## config.mk

```make
export PLATFORM = sky130hd
export DESIGN_NAME = pci_master32_req_ctrl_flat
export DESIGN_NICKNAME = d
export VERILOG_FILES = /design/src/rtl/pci_master32_req_ctrl_pkg.sv /design/src/rtl/pci_master32_req_ctrl_if.sv /design/src/rtl/pci_master32_req_buf.sv /design/src/rtl/pci_master32_req_ctrl.sv /design/src/flat_wrapper.sv
export SDC_FILE = /design/constraint.sdc
export NUM_CORES = 1
export LEC_CHECK = 0
export ABC_AREA = 1
export CORE_AREA = 2 2 201 203
export DETAILED_ROUTE_END_ITERATION = 8
export DIE_AREA = 0 0 203 205
export PLACE_DENSITY = 0.95
export SYNTH_ARGS = -nofsm -noshare
export SYNTH_HDL_FRONTEND = slang
export SYNTH_SLANG_ARGS = --single-unit
```

## constraint.sdc

```tcl
create_clock -name clk_in -period 4.88 [get_ports clk_in]
set_input_delay 0.976 -clock clk_in [delete_from_list [all_inputs] [get_ports clk_in]]
set_output_delay 0.976 -clock clk_in [all_outputs]
set_load 0.005 [all_outputs]
```

## src/rtl/pci_master32_req_ctrl_pkg.sv

```systemverilog
// Shared constants for the PCI master request sequencer: master status codes,
// completion codes and the sequencer state encoding.
package pci_master32_req_ctrl_pkg;

   localparam logic [3:0] ST_WAIT         = 4'h0;
   localparam logic [3:0] ST_TRANSFERED   = 4'h1;
   localparam logic [3:0] ST_RETRY        = 4'h2;
   localparam logic [3:0] ST_DISC_WO_DATA = 4'h3;
   localparam logic [3:0] ST_DISC_W_DATA  = 4'h4;
   localparam logic [3:0] ST_TABORT       = 4'h5;
   localparam logic [3:0] ST_MABORT       = 4'h6;

   localparam logic [1:0] DC_OK        = 2'd0;
   localparam logic [1:0] DC_TABORT    = 2'd1;
   localparam logic [1:0] DC_MABORT    = 2'd2;
   localparam logic [1:0] DC_RETRY_LIM = 2'd3;

   typedef enum logic [2:0] {
      S_IDLE    = 3'd0,
      S_LOAD    = 3'd1,
      S_ISSUE   = 3'd2,
      S_BACKOFF = 3'd3,
      S_DONE    = 3'd4
   } state_t;

   // A data phase completed on the bus (with or without a following disconnect).
   function automatic logic is_data_st(input logic [3:0] s);
      return (s == ST_TRANSFERED) || (s == ST_DISC_W_DATA);
   endfunction

endpackage

```

## src/rtl/pci_master32_req_ctrl_if.sv

```systemverilog
// Backend and master-facing signal bundle of the request sequencer.
// Handshakes (cmd, wdata, rdata): a beat moves on a rising edge where valid and ready are both 1.
interface pci_master32_req_ctrl_if #(parameter int DEPTH = 16);
   localparam int LW = $clog2(DEPTH) + 1;

   logic          cmd_valid_i;
   logic          cmd_ready_o;
   logic [31:0]   cmd_addr_i;
   logic [3:0]    cmd_bc_i;
   logic [3:0]    cmd_be_i;
   logic [LW-1:0] cmd_len_i;
   logic [31:0]   wdata_i;
   logic          wvalid_i;
   logic          wready_o;
   logic [31:0]   rdata_o;
   logic          rvalid_o;
   logic          rready_i;
   logic          done_o;
   logic [1:0]    done_code_o;
   logic [31:0]   address_o;
   logic [3:0]    bc_o;
   logic [31:0]   data_o;
   logic [3:0]    be_o;
   logic          req_o;
   logic          rdy_o;
   logic          last_o;
   logic [3:0]    status_i;
   logic [31:0]   mdata_i;

   modport master (
      input  cmd_valid_i, cmd_addr_i, cmd_bc_i, cmd_be_i, cmd_len_i,
             wdata_i, wvalid_i, rready_i, status_i, mdata_i,
      output cmd_ready_o, wready_o, rdata_o, rvalid_o, done_o, done_code_o,
             address_o, bc_o, data_o, be_o, req_o, rdy_o, last_o
   );

   modport slave (
      output cmd_valid_i, cmd_addr_i, cmd_bc_i, cmd_be_i, cmd_len_i,
             wdata_i, wvalid_i, rready_i, status_i, mdata_i,
      input  cmd_ready_o, wready_o, rdata_o, rvalid_o, done_o, done_code_o,
             address_o, bc_o, data_o, be_o, req_o, rdy_o, last_o
   );

endinterface

```

## src/rtl/pci_master32_req_buf.sv

```systemverilog
// Store-and-forward write beat buffer: synchronous write, asynchronous read by beat pointer.
module pci_master32_req_buf #(
   parameter int DEPTH = 16,
   parameter int AW    = $clog2(DEPTH)
) (
   input  logic          clk,
   input  logic          we,
   input  logic [AW-1:0] waddr,
   input  logic [31:0]   wdata,
   input  logic [AW-1:0] raddr,
   output logic [31:0]   rdata
);

   logic [31:0] mem [DEPTH];

   always_ff @(posedge clk) begin
      if (we) mem[waddr] <= wdata;
   end

   assign rdata = mem[raddr];

endmodule

```

## src/rtl/pci_master32_req_ctrl.sv

```systemverilog
// PCI master request sequencer: one descriptor at a time, write data replayed from the buffer
// after retry/disconnect. Define PCI_MASTER_RETRY_LIMIT_EN to bound retries (code 3). BACKOFF_CYC >= 1.
module pci_master32_req_ctrl
   import pci_master32_req_ctrl_pkg::*;
#(
   parameter int DEPTH       = 16,
   parameter int BACKOFF_CYC = 2,
   parameter int RETRY_MAX   = 255
) (
   input  logic                   clk_in,
   input  logic                   reset_in,
   pci_master32_req_ctrl_if.master bus,
   output state_t                 dbg_state
);

   localparam int AW = $clog2(DEPTH);
   localparam int LW = AW + 1;
   localparam int BW = $clog2(BACKOFF_CYC + 1);

   state_t        state, next_state;
   logic [1:0]    code_nxt;
   logic [31:0]   base_q;
   logic [3:0]    bc_q, be_q;
   logic [LW-1:0] len_q, fill, fill_nxt;
   logic [AW-1:0] ptr;
   logic [BW-1:0] bo_cnt;
   logic          cmd_ready_q, wready_q, req_q, done_q;
   logic [1:0]    code_q;
   logic [31:0]   buf_rdata;
   logic          accept, wr_en, in_issue, rdy_int, last_int, data_st, retry_st, xfer, retry_hit;
   logic [1:0]    unused_bits;

   assign accept   = (state == S_IDLE) && bus.cmd_valid_i && cmd_ready_q;
   assign wr_en    = (state == S_LOAD) && bus.wvalid_i && wready_q;
   assign fill_nxt = fill + LW'(wr_en);
   assign in_issue = (state == S_ISSUE);
   assign rdy_int  = in_issue && (bc_q[0] || bus.rready_i);
   assign last_int = ({1'b0, ptr} == (len_q - LW'(1)));
   assign data_st  = is_data_st(bus.status_i);
   assign retry_st = (bus.status_i == ST_RETRY) || (bus.status_i == ST_DISC_WO_DATA);
   assign xfer     = data_st && rdy_int;
   assign unused_bits = bus.cmd_addr_i[1:0];

`ifdef PCI_MASTER_RETRY_LIMIT_EN
   localparam int RCW = (RETRY_MAX > 0) ? $clog2(RETRY_MAX + 1) : 1;
   logic [RCW-1:0] retry_cnt;

   assign retry_hit = (retry_cnt == RCW'(RETRY_MAX));

   always_ff @(posedge clk_in or negedge reset_in) begin
      if (!reset_in)                                retry_cnt <= '0;
      else if (accept)                              retry_cnt <= '0;
      else if (in_issue && retry_st && !retry_hit)  retry_cnt <= retry_cnt + RCW'(1);
   end
`else
   logic unused_retry_max;
   assign retry_hit        = 1'b0;
   assign unused_retry_max = (RETRY_MAX > 0);
`endif

   pci_master32_req_buf #(.DEPTH(DEPTH), .AW(AW)) u_buf (
      .clk   (clk_in),
      .we    (wr_en),
      .waddr (fill[AW-1:0]),
      .wdata (bus.wdata_i),
      .raddr (ptr),
      .rdata (buf_rdata)
   );

   always_ff @(posedge clk_in or negedge reset_in) begin
      if (!reset_in) state <= S_IDLE;
      else           state <= next_state;
   end

   always_comb begin
      next_state = state;
      code_nxt   = DC_OK;
      case (state)
         S_IDLE:  if (accept) next_state = bus.cmd_bc_i[0] ? S_LOAD : S_ISSUE;
         S_LOAD:  if (fill == len_q) next_state = S_ISSUE;
         S_ISSUE: begin
            if (xfer && last_int) begin
               next_state = S_DONE;
            end else if (bus.status_i == ST_DISC_W_DATA) begin
               next_state = S_BACKOFF;
            end else if (retry_st) begin
               next_state = retry_hit ? S_DONE : S_BACKOFF;
               code_nxt   = retry_hit ? DC_RETRY_LIM : DC_OK;
            end else if (bus.status_i == ST_TABORT) begin
               next_state = S_DONE;
               code_nxt   = DC_TABORT;
            end else if (bus.status_i == ST_MABORT) begin
               next_state = S_DONE;
               code_nxt   = DC_MABORT;
            end
         end
         S_BACKOFF: if (bo_cnt == BW'(BACKOFF_CYC - 1)) next_state = S_ISSUE;
         S_DONE:    next_state = S_IDLE;
         default:   next_state = S_IDLE;
      endcase
   end

   // Master-facing data path is only driven while a request is on the bus.
   always_comb begin
      bus.address_o = '0;
      bus.data_o    = '0;
      bus.last_o    = 1'b0;
      bus.rdy_o     = 1'b0;
      bus.rvalid_o  = 1'b0;
      bus.rdata_o   = '0;
      if (in_issue) begin
         bus.address_o = base_q + (32'(ptr) << 2);
         bus.data_o    = buf_rdata;
         bus.last_o    = last_int;
         bus.rdy_o     = rdy_int;
         bus.rvalid_o  = !bc_q[0] && data_st;
         bus.rdata_o   = bus.mdata_i;
      end
   end

   always_ff @(posedge clk_in or negedge reset_in) begin
      if (!reset_in) begin
         base_q      <= '0;
         bc_q        <= '0;
         be_q        <= '0;
         len_q       <= '0;
         fill        <= '0;
         ptr         <= '0;
         bo_cnt      <= '0;
         cmd_ready_q <= 1'b0;
         wready_q    <= 1'b0;
         req_q       <= 1'b0;
         done_q      <= 1'b0;
         code_q      <= DC_OK;
      end else begin
         cmd_ready_q <= (next_state == S_IDLE);
         req_q       <= (next_state == S_ISSUE);
         done_q      <= (next_state == S_DONE);
         code_q      <= (next_state == S_DONE) ? code_nxt : DC_OK;
         bo_cnt      <= (state == S_BACKOFF) ? bo_cnt + BW'(1) : '0;
         if (state == S_IDLE) wready_q <= accept && bus.cmd_bc_i[0];
         else                 wready_q <= (state == S_LOAD) && (fill_nxt < len_q);
         if (accept) begin
            base_q <= {bus.cmd_addr_i[31:2], 2'b00};
            bc_q   <= bus.cmd_bc_i;
            be_q   <= bus.cmd_be_i;
            len_q  <= (bus.cmd_len_i == '0) ? LW'(1) : bus.cmd_len_i;
            fill   <= '0;
            ptr    <= '0;
         end else begin
            if (state == S_LOAD) fill <= fill_nxt;
            if (xfer)            ptr  <= ptr + AW'(1);
         end
      end
   end

   assign bus.cmd_ready_o = cmd_ready_q;
   assign bus.wready_o    = wready_q;
   assign bus.req_o       = req_q;
   assign bus.done_o      = done_q;
   assign bus.done_code_o = code_q;
   assign bus.bc_o        = bc_q;
   assign bus.be_o        = be_q;
   assign dbg_state       = state;

endmodule
```

## src/flat_wrapper.sv

```systemverilog
// flat-port wrapper written by rule: the top's interface ports become plain ports
module pci_master32_req_ctrl_flat import pci_master32_req_ctrl_pkg::*;
#(
   parameter int DEPTH       = 16,
   parameter int BACKOFF_CYC = 2,
   parameter int RETRY_MAX   = 255
)
  (clk_in, reset_in, dbg_state, bus_cmd_valid_i, bus_cmd_addr_i, bus_cmd_bc_i, bus_cmd_be_i, bus_cmd_len_i, bus_wdata_i, bus_wvalid_i, bus_rready_i, bus_status_i, bus_mdata_i, bus_cmd_ready_o, bus_wready_o, bus_rdata_o, bus_rvalid_o, bus_done_o, bus_done_code_o, bus_address_o, bus_bc_o, bus_data_o, bus_be_o, bus_req_o, bus_rdy_o, bus_last_o);
  pci_master32_req_ctrl_if #(.DEPTH(DEPTH)) bus_i ();
  input  logic clk_in;
  input  logic reset_in;
  output state_t dbg_state;
  input wire logic [$bits(bus_i.cmd_valid_i)-1:0] bus_cmd_valid_i;
  input wire logic [$bits(bus_i.cmd_addr_i)-1:0] bus_cmd_addr_i;
  input wire logic [$bits(bus_i.cmd_bc_i)-1:0] bus_cmd_bc_i;
  input wire logic [$bits(bus_i.cmd_be_i)-1:0] bus_cmd_be_i;
  input wire logic [$bits(bus_i.cmd_len_i)-1:0] bus_cmd_len_i;
  input wire logic [$bits(bus_i.wdata_i)-1:0] bus_wdata_i;
  input wire logic [$bits(bus_i.wvalid_i)-1:0] bus_wvalid_i;
  input wire logic [$bits(bus_i.rready_i)-1:0] bus_rready_i;
  input wire logic [$bits(bus_i.status_i)-1:0] bus_status_i;
  input wire logic [$bits(bus_i.mdata_i)-1:0] bus_mdata_i;
  output wire logic [$bits(bus_i.cmd_ready_o)-1:0] bus_cmd_ready_o;
  output wire logic [$bits(bus_i.wready_o)-1:0] bus_wready_o;
  output wire logic [$bits(bus_i.rdata_o)-1:0] bus_rdata_o;
  output wire logic [$bits(bus_i.rvalid_o)-1:0] bus_rvalid_o;
  output wire logic [$bits(bus_i.done_o)-1:0] bus_done_o;
  output wire logic [$bits(bus_i.done_code_o)-1:0] bus_done_code_o;
  output wire logic [$bits(bus_i.address_o)-1:0] bus_address_o;
  output wire logic [$bits(bus_i.bc_o)-1:0] bus_bc_o;
  output wire logic [$bits(bus_i.data_o)-1:0] bus_data_o;
  output wire logic [$bits(bus_i.be_o)-1:0] bus_be_o;
  output wire logic [$bits(bus_i.req_o)-1:0] bus_req_o;
  output wire logic [$bits(bus_i.rdy_o)-1:0] bus_rdy_o;
  output wire logic [$bits(bus_i.last_o)-1:0] bus_last_o;
  assign bus_i.cmd_valid_i = bus_cmd_valid_i;
  assign bus_i.cmd_addr_i = bus_cmd_addr_i;
  assign bus_i.cmd_bc_i = bus_cmd_bc_i;
  assign bus_i.cmd_be_i = bus_cmd_be_i;
  assign bus_i.cmd_len_i = bus_cmd_len_i;
  assign bus_i.wdata_i = bus_wdata_i;
  assign bus_i.wvalid_i = bus_wvalid_i;
  assign bus_i.rready_i = bus_rready_i;
  assign bus_i.status_i = bus_status_i;
  assign bus_i.mdata_i = bus_mdata_i;
  assign bus_cmd_ready_o = bus_i.cmd_ready_o;
  assign bus_wready_o = bus_i.wready_o;
  assign bus_rdata_o = bus_i.rdata_o;
  assign bus_rvalid_o = bus_i.rvalid_o;
  assign bus_done_o = bus_i.done_o;
  assign bus_done_code_o = bus_i.done_code_o;
  assign bus_address_o = bus_i.address_o;
  assign bus_bc_o = bus_i.bc_o;
  assign bus_data_o = bus_i.data_o;
  assign bus_be_o = bus_i.be_o;
  assign bus_req_o = bus_i.req_o;
  assign bus_rdy_o = bus_i.rdy_o;
  assign bus_last_o = bus_i.last_o;
  pci_master32_req_ctrl #(.DEPTH(DEPTH), .BACKOFF_CYC(BACKOFF_CYC), .RETRY_MAX(RETRY_MAX)) u_core (.clk_in(clk_in), .reset_in(reset_in), .bus(bus_i), .dbg_state(dbg_state));
endmodule
```

== Word-level counts from Yosys, hierarchy flattened ==
Memory sizes are Yosys's and may differ from the RTL's.
Index checks and enable logic that the tools add are counted.

* Add/subtract/negate cells: 5
* Multiply operators: 0
* Div/mod/pow operators: 0
* Order comparisons: 1
* Equal/unequal tests: 14
* Shift operators: 0
* Muxes and demuxes: 32
* Bitwise operators: 0
* Reductions and logical operators: 19

{| class="wikitable"
|+ Operators with widths
! cell !! number
|-
| 2-to-1 mux 32 bit || 3
|-
| adder 32 x 6 -> 32 bit || 1
|-
| 2-to-1 mux 3 bit || 8
|-
| 2-to-1 mux 2 bit || 9
|-
| 2-to-1 mux 5 bit || 3
|-
| == test 4 x 3 -> 1 bit (second input constant) || 3
|-
| one-hot mux 3 bit (4 select lines) || 1
|-
| logical AND 1 bit || 10
|-
| == test 3 x 2 -> 1 bit (second input constant) || 3
|-
| == test 4 x 2 -> 1 bit (second input constant) || 2
|-
| 2-to-1 mux 4 bit || 2
|-
| zero test 3 bit || 2
|-
| 2-to-1 mux 1 bit || 6
|-
| adder 5 x 1 -> 5 bit || 1
|-
| == test 4 x 5 -> 1 bit || 1
|-
| == test 5 bit || 1
|-
| zero test 5 bit || 1
|-
| less-than comparator 5 bit || 1
|-
| subtractor 5 x 1 -> 5 bit (second input constant) || 1
|-
| adder 4 x 1 -> 4 bit (second input constant) || 1
|-
| == test 4 x 1 -> 1 bit (second input constant) || 1
|-
| nonzero test 2 bit || 2
|-
| == test 3 x 1 -> 1 bit (second input constant) || 1
|-
| == test 3 bit (second input constant) || 1
|-
| 4 further kinds || 6
|}

* Register bits: 63
* Latch bits: 0
* RAM bits: 512
* ROM bits: 0
* Bits of input ports: 118
* Output and inout bits: 116
* Memories kept: 1

{| class="wikitable"
|+ Memories
! memory !! depth !! bits a word !! read ports !! clocked after Yosys merged registers in !! wr ports !! line !! RTL
|-
| u_core.u_buf.mem || 16 || 32 || 1 || 0 || 1 || pci_master32_req_buf.sv:14 || <nowiki>logic [31:0] mem [DEPTH];</nowiki>
|}

== Longest topological paths before layout ==
Gate-level depths: netlist of run 1.

* Depth after elaboration: 9
* Mapped depth: 14

== Hierarchy ==
Synthesis of run 1 repeated with hierarchy kept, for this count alone.

* Cell total of the unflattened synthesis: 2791
* Area, all modules: 26596.8 um^2

{| class="wikitable"
|+ By module, submodules not included
! module !! times used !! cells each !! area each (um^2) !! sequential area each (um^2)
|-
| pci_master32_req_buf || 1 || 2088 || 22089.9 || 15374.7
|-
| pci_master32_req_ctrl || 1 || 703 || 4506.8 || 1576.5
|}

== Least setup slack after synthesis of run 1 ==
OpenSTA, ideal clock, no wires.

* Path kind: flip-flop to output port
* From: reg u_core.ptr[1]
* To: out bus_address_o[26]
* Arrival: 2264 ps
* Required time: 3904 ps
* Setup slack: 1640 ps
* Cell stages (with the launch flop): 13
* Buffers on the path: 2
* Path through: dfrtp_1 -> inv_1 -> buf_2 -> clkbuf_1 -> fa_1 -> nand3b_1 -> nand2_1 -> nand2_1 -> nor3_1 -> nand2_1 -> nand2_1 -> nand2_1 -> nor2_1

* Word-level cells in the longest chain between the ends: 2

{| class="wikitable"
|+ RTL lines
! element !! line !! RTL
|-
| from (decl) || pci_master32_req_ctrl.sv:25 || <nowiki>logic [AW-1:0] ptr;</nowiki>
|-
| from (signal assigned) || pci_master32_req_ctrl.sv:152 || <nowiki>if (xfer) ptr <= ptr + AW'(1);</nowiki>
|-
| adder 32 x 6 -> 32 bit || pci_master32_req_ctrl.sv:112 || <nowiki>bus.address_o = base_q + (32'(ptr) << 2);</nowiki>
|-
| 2-to-1 mux 32 bit || pci_master32_req_ctrl.sv:111 || <nowiki>if (in_issue) begin</nowiki>
|-
| to (decl) || flat_wrapper.sv:29 || <nowiki>output wire logic [$bits(bus_i.address_o)-1:0] bus_address_o;</nowiki>
|}

No other way between the ends.

== Final worst setup path of run 1 ==
* From: reg u_core.ptr[0]
* To: out bus_data_o[11]

* Word-level cells in the longest chain between the ends: 2

{| class="wikitable"
|+ RTL lines
! element !! line !! RTL
|-
| memory read (16 x 32 bit) || -- ||
|-
| 2-to-1 mux 32 bit || pci_master32_req_ctrl.sv:111 ||
|-
| to (decl) || flat_wrapper.sv:31 || <nowiki>output wire logic [$bits(bus_i.data_o)-1:0] bus_data_o;</nowiki>
|}

No other way between the ends.

==> results.py, run 1 <==
metrics = {
    "status": {
        "run_status": "finished, final reports clean",
    },
    "critical_path": {
        "setup_slack_of_the_most_critical_reg_to_reg_path_ns": 1.77,
        "worstSetupEndpointType": "output port",
        "start_kind": "flop",
        "criticalPathCategory": "flop to output port",
        "rr_startpoint": "u_core.dbg_state[0]",
        "cp_cell_sequence": "buf_16 > nor2_1 > nor2_1 > o21ai_0 > o211ai_1 > o211ai_1 > a21oi_1 > clkdlybuf4s50_1",
        "regToRegEndpoint": "u_core.u_buf.mem[5][31]",
        "worst_path_largest_cell_delay_ns": 0.62,
        "critPathRequiredTime_ns": 3.90,
        "critical-path-slowest-cell": "sky130_fd_sc_hd__buf_16",
        "worst_r2r_path_depth": 7,
        "cp_top_family": "buffers and inverters",
        "timing.critical_path.fanout_max": 259,
        "crit_arrival_ns": 3.81,
        "cp_num_buf_inv": 2,
    },
    "clock_network": {
        "clk_latency_ns": 0.63,
        "cts_num_sinks": 575,
        "cts_tree": "yes",
        "cts.reportedPaths.clkPinSlew_ns": 0.06,
        "ctsHtreeMaxLevel": 2,
        "post_cts.repair.setup_buffers": 0,
        "clock_tree.root_cell": "sky130_fd_sc_hd__clkbuf_16",
        "cts-buffers-inserted": 55,
        "cts_buffer_depth": 3,
    },
    "place": {
        "place.detailed.hpwl_um": 39200,
        "buffer_ports.inserted": 229,
        "placedCellCount": 2748,
        "finalWeightedCongestion": 0.952,
        "minimum_setup_slack_after_placement_ns": 0.998,
        "dpl-instance-area_um2": 27000,
    },
    "power_and_ir_drop": {
        "ir_worst_vdd_mv": 0.504,
        "cellLeakagePower_nw": 9.95,
        "pwr_density_cell_nw_per_um2": 486,
    },
    "min_path": {
        "start_point_of_the_worst_hold_path": "u_core.bo_cnt[0]",
        "holdPathStages": 1,
        "whs_endpoint": "u_core.bo_cnt[0]",
        "hold_path_class": "flop to flop",
    },
    "global_routing": {
        "antenna_found_initial": 1,
        "gr-usage-all-layers_pct": 34.7,
        "grt_start_max_net_pins": 260,
        "grt_pass1_vias": 18300,
        "grt_first_pass_wirelength_um": 108000,
        "grt-ovfl-total": 0,
    },
    "final_layout": {
        "layout.area.seq_um2": 17000,
        "fillers": 2259,
        "final_area_um2": 28700,
        "syn_to_layout_area_delta_pct": 19.0,
        "finish.cell_count_without_fillers": 2848,
        "post_route_cells_drive_above_1_share_pct": 5.81,
        "nets": 2412,
        "multi_input_comb_area_um2": 6340,
    },
    "timing": {
        "setup-violations-final": 0,
        "worst-slew-pin-transition_ns": 1.08,
        "achievable-frequency_ghz": 0.209,
        "slew_viol_final": 0,
        "layout_worst_path_cycle_share_pct": 98.2,
        "slew_headroom_pct": 28.0,
        "final_critical_period_ns": 4.79,
        "hold_ws_ns": 0.457,
        "timing.final.hold_violations": 0,
        "fin_setup_tns_ns": 0,
        "worst_clock_skew_ns": 0.0283,
        "rsz0062_at_grt": "no",
        "timing.final.ws_setup_ns": 0.0896,
    },
    "floorplan": {
        "die_area_um2": 41600,
        "floorplan.core_area_um2": 39400,
        "rows": 73,
        "chipWidth_um": 203,
        "start_util_pct": 61.3,
        "top_level_ports": 234,
        "dieHeight_um": 205,
    },
    "logic_synthesis": {
        "synthesis.yosys.warnings": 0,
        "yosys_register_bits": 575,
        "synth.lib_cells_used.distinct": 35,
        "synth_area_um2": 24100,
        "postSynthAreaPerCell_um2": 11.6,
        "synth-main-ff-cell": "sky130_fd_sc_hd__edfxtp_1",
        "ys_async_sr_fraction_pct": 11.0,
        "post_synth_inst_count": 2084,
        "synth_largest_area_cell": "sky130_fd_sc_hd__edfxtp_1",
        "synth.top_cell.area_share_pct": 63.8,
        "synth.cells.most_frequent": "sky130_fd_sc_hd__edfxtp_1 (512), sky130_fd_sc_hd__nor2_1 (434), sky130_fd_sc_hd__o21ai_0 (302)",
        "number_of_enable_flip_flop_cells_after_synthesis": 512,
        "cell_with_the_most_instances_after_synthesis": "sky130_fd_sc_hd__edfxtp_1",
        "synth_area_leaders": "sky130_fd_sc_hd__edfxtp_1 (64%), sky130_fd_sc_hd__nor2_1 (6.8%), sky130_fd_sc_hd__dfrtp_1 (6.5%)",
        "yosysSeqAreaShare_pct": 70.3,
    },
    "detailed_routing": {
        "dr_total_vias": 18600,
        "route.final.wire_length_um": 72600,
        "wl_per_cell_um": 25.5,
        "detail_route.iter0.violations": 3191,
        "detail_route.vias_per_cell": 6.54,
        "drt_first_pass_iters": 6,
        "remaining_drc_errors": 0,
        "drt.antenna.violating_nets": 0,
    },
    "job": {
        "drv.max_cap_violation_count": 0,
    },
}
## cell families after synthesis
family | Yosys count | share of synthesized area [%]
AND/OR/NAND/NOR | 733 | 11.9
flip-flops | 575 | 70.3
AO/OA/AOI/OAI | 524 | 12.6
buffers and inverters | 226 | 3.95
adder cells (fa/ha/maj) | 14 | 0.758
XOR/XNOR | 11 | 0.400
other | 1 | 0.0156
## layer usage
layer / vias up / wire (um) / track usage, % / share of wire (%)
met5: - / 0 / 0 / 0
met4: 0 / 4260 / 18.6 / 5.9
met3: 337 / 9310 / 6.92 / 13
met2: 1732 / 35100 / 57.9 / 48
met1: 8701 / 23900 / 43.2 / 33
li1: 7853 / - / - / -
## cells in the final DEF (no fill, tap or decap), types with 8 or more instances in the layout
cell and instances:
sky130_fd_sc_hd__a21oi_1 54, sky130_fd_sc_hd__clkinv_2 9, sky130_fd_sc_hd__nand3_1 54, sky130_fd_sc_hd__o221ai_1 48, sky130_fd_sc_hd__clkbuf_1 15, sky130_fd_sc_hd__edfxtp_1 512, sky130_fd_sc_hd__buf_4 33, sky130_fd_sc_hd__o21ai_0 302
sky130_fd_sc_hd__nand2_1 215, sky130_fd_sc_hd__xor2_1 11, sky130_fd_sc_hd__o211ai_1 81, sky130_fd_sc_hd__nor3_1 14, sky130_fd_sc_hd__o21ai_1 8, sky130_fd_sc_hd__ha_1 13, sky130_fd_sc_hd__clkinv_1 13, sky130_fd_sc_hd__inv_1 94
sky130_fd_sc_hd__nor2_4 16, sky130_fd_sc_hd__o22ai_1 27, sky130_fd_sc_hd__dfrtp_1 60, sky130_fd_sc_hd__clkdlybuf4s50_1 228, sky130_fd_sc_hd__clkbuf_16 55, sky130_fd_sc_hd__nor2_1 418
## power by group
group,internal [mW],total (mW),leakage [nW],switching [mW]
sequential,5.63,5.89,5.40,0.260
clock,2.30,4.20,0.839,1.89
combinational,1.34,3.86,3.71,2.52
total,9.27,13.9,9.95,4.67
## worst max-delay path by stage
| stage | from | end | slack [ns] | cells after the start |
|---|---|---|---|---|
| floorplan | u_core.ptr[1] | bus_address_o[26] | 1.64 | 12 |
| global placement | u_core.ptr[2] | bus_address_o[23] | 0.98 | 8 |
| global route | u_core.ptr[0] | bus_data_o[18] | 0.06 | 7 |
| detailed placement | u_core.ptr[0] | bus_address_o[20] | 1.0 | 12 |
| finish | u_core.ptr[0] | bus_data_o[11] | 0.09 | 8 |
| CTS | u_core.ptr[0] | bus_data_o[18] | 0.24 | 7 |
## registers in the layout, indices dropped and copies added (netlist names), 2 cells and up
name,cells
u_core.bus.done_code_o,2
u_core.u_buf.mem,512
u_core.ptr,4
u_core.bus.bc_o,4
u_core.len_q,5
u_core.bus.be_o,4
u_core.dbg_state,3
u_core.fill,5
u_core.base_q,30
u_core.bo_cnt,2
## layout make-up
type / instances / share of cell area, %
Multi-Input combinational cell: 1284 / 22.1
Timing Repair Buffer: 266 / 9.14
Clock buffer: 70 / 4.99
Clock inverter: 29 / 1.04
Antenna cell: 1 / 0.00872
Sequential cell: 575 / 59.1
Inverter: 98 / 1.30
Tap cell: 525 / 2.29
## per-stage QoR
stage          utilization, %  power (mW)
6_report                 72.9        13.9
5_1_grt                  72.9        14.5
4_1_cts                  72.9        13.9
3_5_place_dp             68.5        9.64
3_3_place_gp             68.5        9.42
2_1_floorplan               -        8.16
## what timing repair did
item / in CTS / in global routing
hold buffers: 0 / 0
endpoints found under the setup margin: 0 / 1
gates resized for setup: 0 / 1
Power figures use the tool's default switching activity.
==> inputs of run 2 (changes only) <==
--- a/config.mk
+++ b/config.mk
@@ -5,11 +5,10 @@
 export SDC_FILE = /design/constraint.sdc
 export NUM_CORES = 1
 export LEC_CHECK = 0
-export ABC_AREA = 1
-export CORE_AREA = 2 2 201 203
+export CORE_AREA = 2 2 199 201
 export DETAILED_ROUTE_END_ITERATION = 8
-export DIE_AREA = 0 0 203 205
-export PLACE_DENSITY = 0.95
+export DIE_AREA = 0 0 201 203
+export PLACE_DENSITY = 0.84
 export SYNTH_ARGS = -nofsm -noshare
 export SYNTH_HDL_FRONTEND = slang
 export SYNTH_SLANG_ARGS = --single-unit
==> run 2 against run 1 <==
Against the previous run:
- first-iteration DRC count is 59% lower
- routed wire length is 22% lower
- critical path depth is 3 lower
- sequential power is 0.8% lower
- synthesized area is 2.9% lower
- worst hold slack worse by 0.19 ns
- synthesized cell count is 40% lower
- maximum frequency is 7.0% higher
- cell area is 1.1% lower
- clock power is 5% higher
- largest cell class unchanged
- largest power group unchanged
- highest routed layer is now met5
==> results.py, run 2 <==
metrics = {
    "logic_synthesis": {
        "synth_area_um2": 23400,
        "yosysSeqAreaShare_pct": 72.4,
        "synth.lib_cells_used.distinct": 47,
        "number_of_enable_flip_flop_cells_after_synthesis": 512,
        "synth_top_family_by_area": "multiplexers",
        "synth-compound-area-share_pct": 1.36,
        "post_synth_mux_area_share_pct": 15.4,
        "synth_adder_area_share_pct": 0.780,
        "postSynthAreaPerCell_um2": 18.6,
        "cell_with_the_most_instances_after_synthesis": "sky130_fd_sc_hd__edfxtp_1",
        "synth_largest_area_cell": "sky130_fd_sc_hd__edfxtp_1",
        "synthesis.yosys.warnings": 0,
        "synth-main-ff-cell": "sky130_fd_sc_hd__edfxtp_1",
        "synth.cells.most_frequent": "sky130_fd_sc_hd__edfxtp_1 (512), sky130_fd_sc_hd__mux4_2 (160), sky130_fd_sc_hd__nand2_1 (125)",
        "yosys_register_bits": 575,
        "synth.top_cell.area_share_pct": 65.7,
        "synthXorXnorAreaFrac_pct": 1.53,
        "post_synth_inst_count": 1260,
        "ys_async_sr_fraction_pct": 11.0,
        "synth_simple_gate_area_share_pct": 6.86,
        "synth_area_leaders": "sky130_fd_sc_hd__edfxtp_1 (66%), sky130_fd_sc_hd__mux4_2 (15%), sky130_fd_sc_hd__dfrtp_1 (6.7%)",
    },
    "global_routing": {
        "antenna_found_initial": 4,
        "layer_with_the_highest_usage": "met2",
        "grt_first_pass_wirelength_um": 84400,
        "grt-ovfl-total": 0,
        "grt.met1_usage_pct": 36.9,
        "grt_pass1_vias": 13300,
        "grtUsageMet2_pct": 47.7,
        "gr-usage-all-layers_pct": 28.4,
        "grt_start_max_net_pins": 93,
        "grt_use_met3_pct": 6.74,
    },
    "timing": {
        "setup-violations-final": 0,
        "fin_setup_tns_ns": 0,
        "worst_clock_skew_ns": 0.0235,
        "rsz0062_at_grt": "no",
        "slew_headroom_pct": 34.2,
        "achievable-frequency_ghz": 0.223,
        "slew_viol_final": 0,
        "worst-slew-pin-transition_ns": 0.985,
        "layout_worst_path_cycle_share_pct": 91.8,
        "timing.final.ws_setup_ns": 0.401,
        "final_critical_period_ns": 4.48,
        "timing.final.hold_violations": 0,
    },
    "critical_path": {
        "worstSetupEndpointType": "output port",
        "cp_top_family": "multiplexers",
        "start_kind": "flop",
        "cell_mode_on_critical_path": "sky130_fd_sc_hd__mux4_2",
        "critPathRequiredTime_ns": 3.90,
        "worst_r2r_path_depth": 5,
        "setup_slack_of_the_most_critical_reg_to_reg_path_ns": 1.77,
        "critical-path-slowest-cell": "sky130_fd_sc_hd__mux4_2",
        "timing.critical_path.fanout_max": 92,
        "worst_path_largest_cell_delay_ns": 0.61,
        "worst_setup_path_startpoint": "u_core.ptr[0]",
        "crit_arrival_ns": 3.50,
        "regToRegEndpoint": "u_core.u_buf.mem[4][26]",
        "cp_num_buf_inv": 2,
        "rr_startpoint": "u_core.dbg_state[2]",
        "cp_cell_sequence": "buf_12 > mux4_2 > mux4_2 > and2_1 > clkdlybuf4s50_1",
        "criticalPathCategory": "flop to output port",
    },
    "clock_network": {
        "post_cts_hold_buffer_count": 0,
        "cts_tree": "yes",
        "clk_latency_ns": 0.62,
        "ctsHtreeMaxLevel": 2,
        "cts-buffers-inserted": 54,
        "cts.reportedPaths.clkPinSlew_ns": 0.06,
        "cts_num_sinks": 575,
        "post_cts.repair.setup_buffers": 0,
        "clock_tree.root_cell": "sky130_fd_sc_hd__clkbuf_16",
        "cts_buffer_depth": 3,
        "postCtsResizedCells": 0,
    },
    "place": {
        "finalWeightedCongestion": 0.900,
        "buffer_ports.inserted": 229,
        "place.detailed.hpwl_um": 31000,
        "minimum_setup_slack_after_placement_ns": 1.01,
    },
    "floorplan": {
        "chipWidth_um": 201,
        "die_area_um2": 40800,
        "rows": 72,
        "start_util_pct": 60.9,
        "floorplan.core_area_um2": 38500,
        "dieHeight_um": 203,
        "top_level_ports": 234,
    },
    "job": {
        "drv.max_cap_violation_count": 0,
    },
    "power_and_ir_drop": {
        "ir_worst_vdd_mv": 0.389,
        "cellLeakagePower_nw": 9.32,
        "pwr_density_cell_nw_per_um2": 465,
    },
    "final_layout": {
        "post_route_cells_drive_above_1_share_pct": 20.1,
        "most_frequent_cells_in_the_layout": "sky130_fd_sc_hd__edfxtp_1 (512), sky130_fd_sc_hd__clkdlybuf4s50_1 (228), sky130_fd_sc_hd__mux4_2 (160), sky130_fd_sc_hd__nand2_1 (125), sky130_fd_sc_hd__and2_1 (66)",
        "top_register": "u_core.u_buf.mem",
        "multi_input_comb_area_um2": 6200,
        "layout.area.seq_um2": 17000,
        "layout.cells.most_common": "sky130_fd_sc_hd__edfxtp_1",
        "layout_top_registers": "u_core.u_buf.mem x512, u_core.base_q x30",
        "max_reg_flops": 512,
        "syn_to_layout_area_delta_pct": 21.2,
        "fillers": 2182,
        "nets": 1653,
    },
    "detailed_routing": {
        "route.final.wire_length_um": 56600,
        "detail_route.iter0.violations": 1302,
        "detail_route.vias_per_cell": 6.21,
        "wl_per_cell_um": 27.2,
        "drt.antenna.violating_nets": 0,
        "dr_total_vias": 13000,
        "remaining_drc_errors": 0,
        "drt_first_pass_iters": 5,
    },
    "status": {
        "run_status": "finished, final reports clean",
    },
    "min_path": {
        "hold_path_class": "input port to asynchronous set/reset pin",
    },
}
## run 2: cell type report
cell class	instances	share of cell area, %
inverter	19	0.251
tap	518	2.28
timing repair buffer	271	9.34
antenna	2	0.0176
clock inverter	35	1.60
multi-input combinational	600	21.9
sequential	575	59.7
clock buffer	65	4.91
## run 2: report_power, final
part | internal [mW] | total (mW) | leakage [nW] | switching [mW]
logic | 1.64 | 2.99 | 3.03 | 1.35
registers | 5.60 | 5.84 | 5.40 | 0.232
clock network | 2.57 | 4.39 | 0.893 | 1.82
## run 2: how the worst max path moves through the flow
stage | to | slack, ns | cells past startpoint
after floorplan | u_core.u_buf.mem[0][0] | 0.71 | 3
after CTS | bus_data_o[29] | 0.33 | 5
after global placement | bus_data_o[28] | 1.02 | 5
final | bus_data_o[14] | 0.40 | 5
after detailed placement | bus_data_o[14] | 1.01 | 5
after global routing | bus_data_o[14] | 0.23 | 5
## run 2: kinds of logic (layout without fill, tap and decap cells)
kind of cell	after synthesis	after routing
other cells	1	4
flops	575	575
mux	161	161
simple gates	328	328
buf+inv	86	390
compound gates	54	54
fa+ha+maj	14	14
xor+xnor	41	41
## run 2: per-layer routing
metal,vias up,wire length (um)
li1,5452,-
met1,6554,20600
met2,824,28300
met3,119,5930
met4,2,1750
met5,-,11
## run 2: through the flow
stage               utilization (%)  area, um2  instances  power [mW]  hold WS [ns]
floorplan                         -      23400       1261        7.79         0.410
detailed placement             69.0      26500       1983        8.93         0.436
CTS                            73.8      28400       2083        13.3         0.254
global placement               69.0      26500       1983        8.85         0.419
global route                   73.8      28400       2085        13.7         0.272
finish                         73.8      28400       2085        13.2         0.271
==> inputs of run 3 (changes only) <==
--- a/config.mk
+++ b/config.mk
@@ -8,7 +8,7 @@
 export CORE_AREA = 2 2 199 201
 export DETAILED_ROUTE_END_ITERATION = 8
 export DIE_AREA = 0 0 201 203
-export PLACE_DENSITY = 0.84
+export PLACE_DENSITY = 0.87
 export SYNTH_ARGS = -nofsm -noshare
 export SYNTH_HDL_FRONTEND = slang
 export SYNTH_SLANG_ARGS = --single-unit
==> run 3 against run 2 <==
Against the previous run:
- critical path type unchanged
- combinational power barely moved
- die area did not move
- sequential share of layout area fell by 0.066 points
- critical path depth did not move
- maximum frequency fell by 1.3%
- non-clock buffer count fell by 4
- flip-flop and latch count did not move
- cell area rose by 0.11%
- routed wire length rose by 0.59%
- sequential power barely moved
==> results.py, run 3 (same netlist as run 2, synthesis figures left out) <==
metrics = {
    "status": {
        "run_status": "finished, final reports clean",
    },
    "timing": {
        "final_critical_period_ns": 4.54,
        "slew_viol_final": 0,
        "timing.final.hold_violations": 0,
        "worst_clock_skew_ns": 0.0256,
        "rsz0062_at_grt": "no",
        "achievable-frequency_ghz": 0.220,
        "setup-violations-final": 0,
        "timing.final.ws_setup_ns": 0.341,
        "layout_worst_path_cycle_share_pct": 93.0,
        "slew_headroom_pct": 22.5,
        "fin_setup_tns_ns": 0,
        "worst-slew-pin-transition_ns": 1.16,
        "hold_ws_ns": 0.212,
    },
    "detailed_routing": {
        "remaining_drc_errors": 0,
        "route.final.wire_length_um": 56900,
        "drt_first_pass_iters": 6,
        "wl_per_cell_um": 27.3,
        "drt.antenna.violating_nets": 0,
        "detail_route.iter0.violations": 1327,
        "dr_total_vias": 13100,
        "detail_route.vias_per_cell": 6.30,
    },
    "place": {
        "finalWeightedCongestion": 0.901,
        "placedCellCount": 1979,
        "buffer_ports.inserted": 229,
        "dpl-instance-area_um2": 26600,
        "minimum_setup_slack_after_placement_ns": 1.04,
        "place.detailed.hpwl_um": 30900,
    },
    "critical_path": {
        "worstSetupEndpointType": "output port",
        "crit_arrival_ns": 3.56,
        "setup_slack_of_the_most_critical_reg_to_reg_path_ns": 1.73,
        "criticalPathCategory": "flop to output port",
        "worst_setup_path_startpoint": "u_core.ptr[0]",
        "timing.critical_path.fanout_max": 74,
        "critPathRequiredTime_ns": 3.90,
        "start_kind": "flop",
        "rr_startpoint": "u_core.dbg_state[2]",
        "crit_end": "bus_data_o[29]",
        "regToRegEndpoint": "u_core.u_buf.mem[8][17]",
        "worst_r2r_path_depth": 5,
    },
    "power_and_ir_drop": {
        "clock_power_share_pct": 33.3,
        "power.share.switching_pct": 26.0,
        "pwr_density_cell_nw_per_um2": 466,
        "p_comb_share_pct": 22.5,
        "post-layout-total-power_mw": 13.2,
        "cellLeakagePower_nw": 9.33,
        "seqPwrFrac_pct": 44.2,
        "p_int_mw": 9.79,
        "netSwitchingPower_mw": 3.45,
        "ir_worst_vdd_mv": 0.380,
    },
    "floorplan": {
        "die_area_um2": 40800,
        "chipWidth_um": 201,
        "dieHeight_um": 203,
        "top_level_ports": 234,
        "start_util_pct": 60.9,
        "floorplan.core_area_um2": 38500,
        "rows": 72,
    },
    "clock_network": {
        "ctsHtreeMaxLevel": 2,
        "cts_buffer_depth": 3,
        "clk_latency_ns": 0.63,
        "cts.reportedPaths.clkPinSlew_ns": 0.06,
        "post_cts.repair.setup_buffers": 0,
        "cts_tree": "yes",
        "clock_tree.root_cell": "sky130_fd_sc_hd__clkbuf_16",
        "cts-buffers-inserted": 55,
        "postCtsResizedCells": 0,
        "cts_num_sinks": 575,
        "post_cts_hold_buffer_count": 0,
    },
    "final_layout": {
        "finish.cell_count_without_fillers": 2082,
        "layout_top_registers": "u_core.u_buf.mem x512, u_core.base_q x30",
        "final_area_um2": 28400,
        "layout_utilization_pct": 73.9,
        "most_frequent_cells_in_the_layout": "sky130_fd_sc_hd__edfxtp_1 (512), sky130_fd_sc_hd__clkdlybuf4s50_1 (228), sky130_fd_sc_hd__mux4_2 (160), sky130_fd_sc_hd__nand2_1 (125), sky130_fd_sc_hd__and2_1 (66)",
        "nets": 1650,
        "layout.cells.most_common": "sky130_fd_sc_hd__edfxtp_1",
        "max_reg_flops": 512,
        "post_route_cells_drive_above_1_share_pct": 19.8,
        "top_register": "u_core.u_buf.mem",
        "syn_to_layout_area_delta_pct": 21.4,
    },
    "global_routing": {
        "antenna_found_initial": 1,
        "grt_pass1_vias": 13200,
        "grt-ovfl-total": 0,
        "grt_first_pass_wirelength_um": 85000,
        "grt_start_max_net_pins": 133,
        "gr-usage-all-layers_pct": 28.7,
    },
    "job": {
        "drv.max_cap_violation_count": 0,
    },
    "min_path": {
        "hold_path_class": "input port to asynchronous set/reset pin",
    },
}
## run 3: cell count changes in the layout (fill, tap and decap cells not counted), moves of 3 or more
| cell | delta |
|---|---|
| sky130_fd_sc_hd__clkbuf_1 | -4 |
| sky130_fd_sc_hd__buf_4 | -8 |
| sky130_fd_sc_hd__clkbuf_16 | +3 |
| sky130_fd_sc_hd__buf_12 | +4 |
| sky130_fd_sc_hd__clkinv_1 | +7 |
## run 3: worst min-delay path by stage
stage | startpoint | to | slack, ns | cells after the start
after global routing | reset_in | u_core.bus.bc_o[3] | 0.21 | 1
after CTS | reset_in | u_core.bus.bc_o[3] | 0.19 | 1
after global placement | u_core.bo_cnt[0] | u_core.bo_cnt[0] | 0.42 | 1
after floorplan | u_core.bo_cnt[0] | u_core.bo_cnt[0] | 0.41 | 1
final | reset_in | u_core.base_q[20] | 0.21 | 1
after detailed placement | u_core.bo_cnt[0] | u_core.bo_cnt[0] | 0.43 | 1
## run 3: critical path, cell delays in order (launching register included)
cell,delay (ns)
sky130_fd_sc_hd__dfrtp_4,0.53
sky130_fd_sc_hd__buf_12,0.45
sky130_fd_sc_hd__mux4_2,0.59
sky130_fd_sc_hd__mux4_2,0.54
sky130_fd_sc_hd__and2_1,0.21
sky130_fd_sc_hd__clkdlybuf4s50_1,0.48
## run 3: routing by layer
metal | wire, um | up-vias | track usage [%]
met3 | 5590 | 127 | 5.87
met5 | 0 | - | 0
met1 | 20800 | 6637 | 38.5
met4 | 1880 | 0 | 10.4
met2 | 28700 | 893 | 47.5
li1 | - | 5451 | -
## run 3: area by class of cell
type                    instances  area [um2]
fillers                      2151       10000
flip-flops and latches        575       17000
diodes                          1        2.50
multi-input cells             600        6200
clock buffers                  64        1450
repair buffers                267        2670
inverters                      19        71.3
clock inverters                38         408
well taps                     518         648
## run 3: power groups by stage
stage	Combinational (mW)	Clock (mW)	Sequential, mW
after CTS	3.02	4.45	5.85
after floorplan	1.93	0	5.87
after global routing	3.22	4.64	5.88
final	2.98	4.41	5.85
after global placement	2.91	0	5.93
after detailed placement	2.98	0	5.95
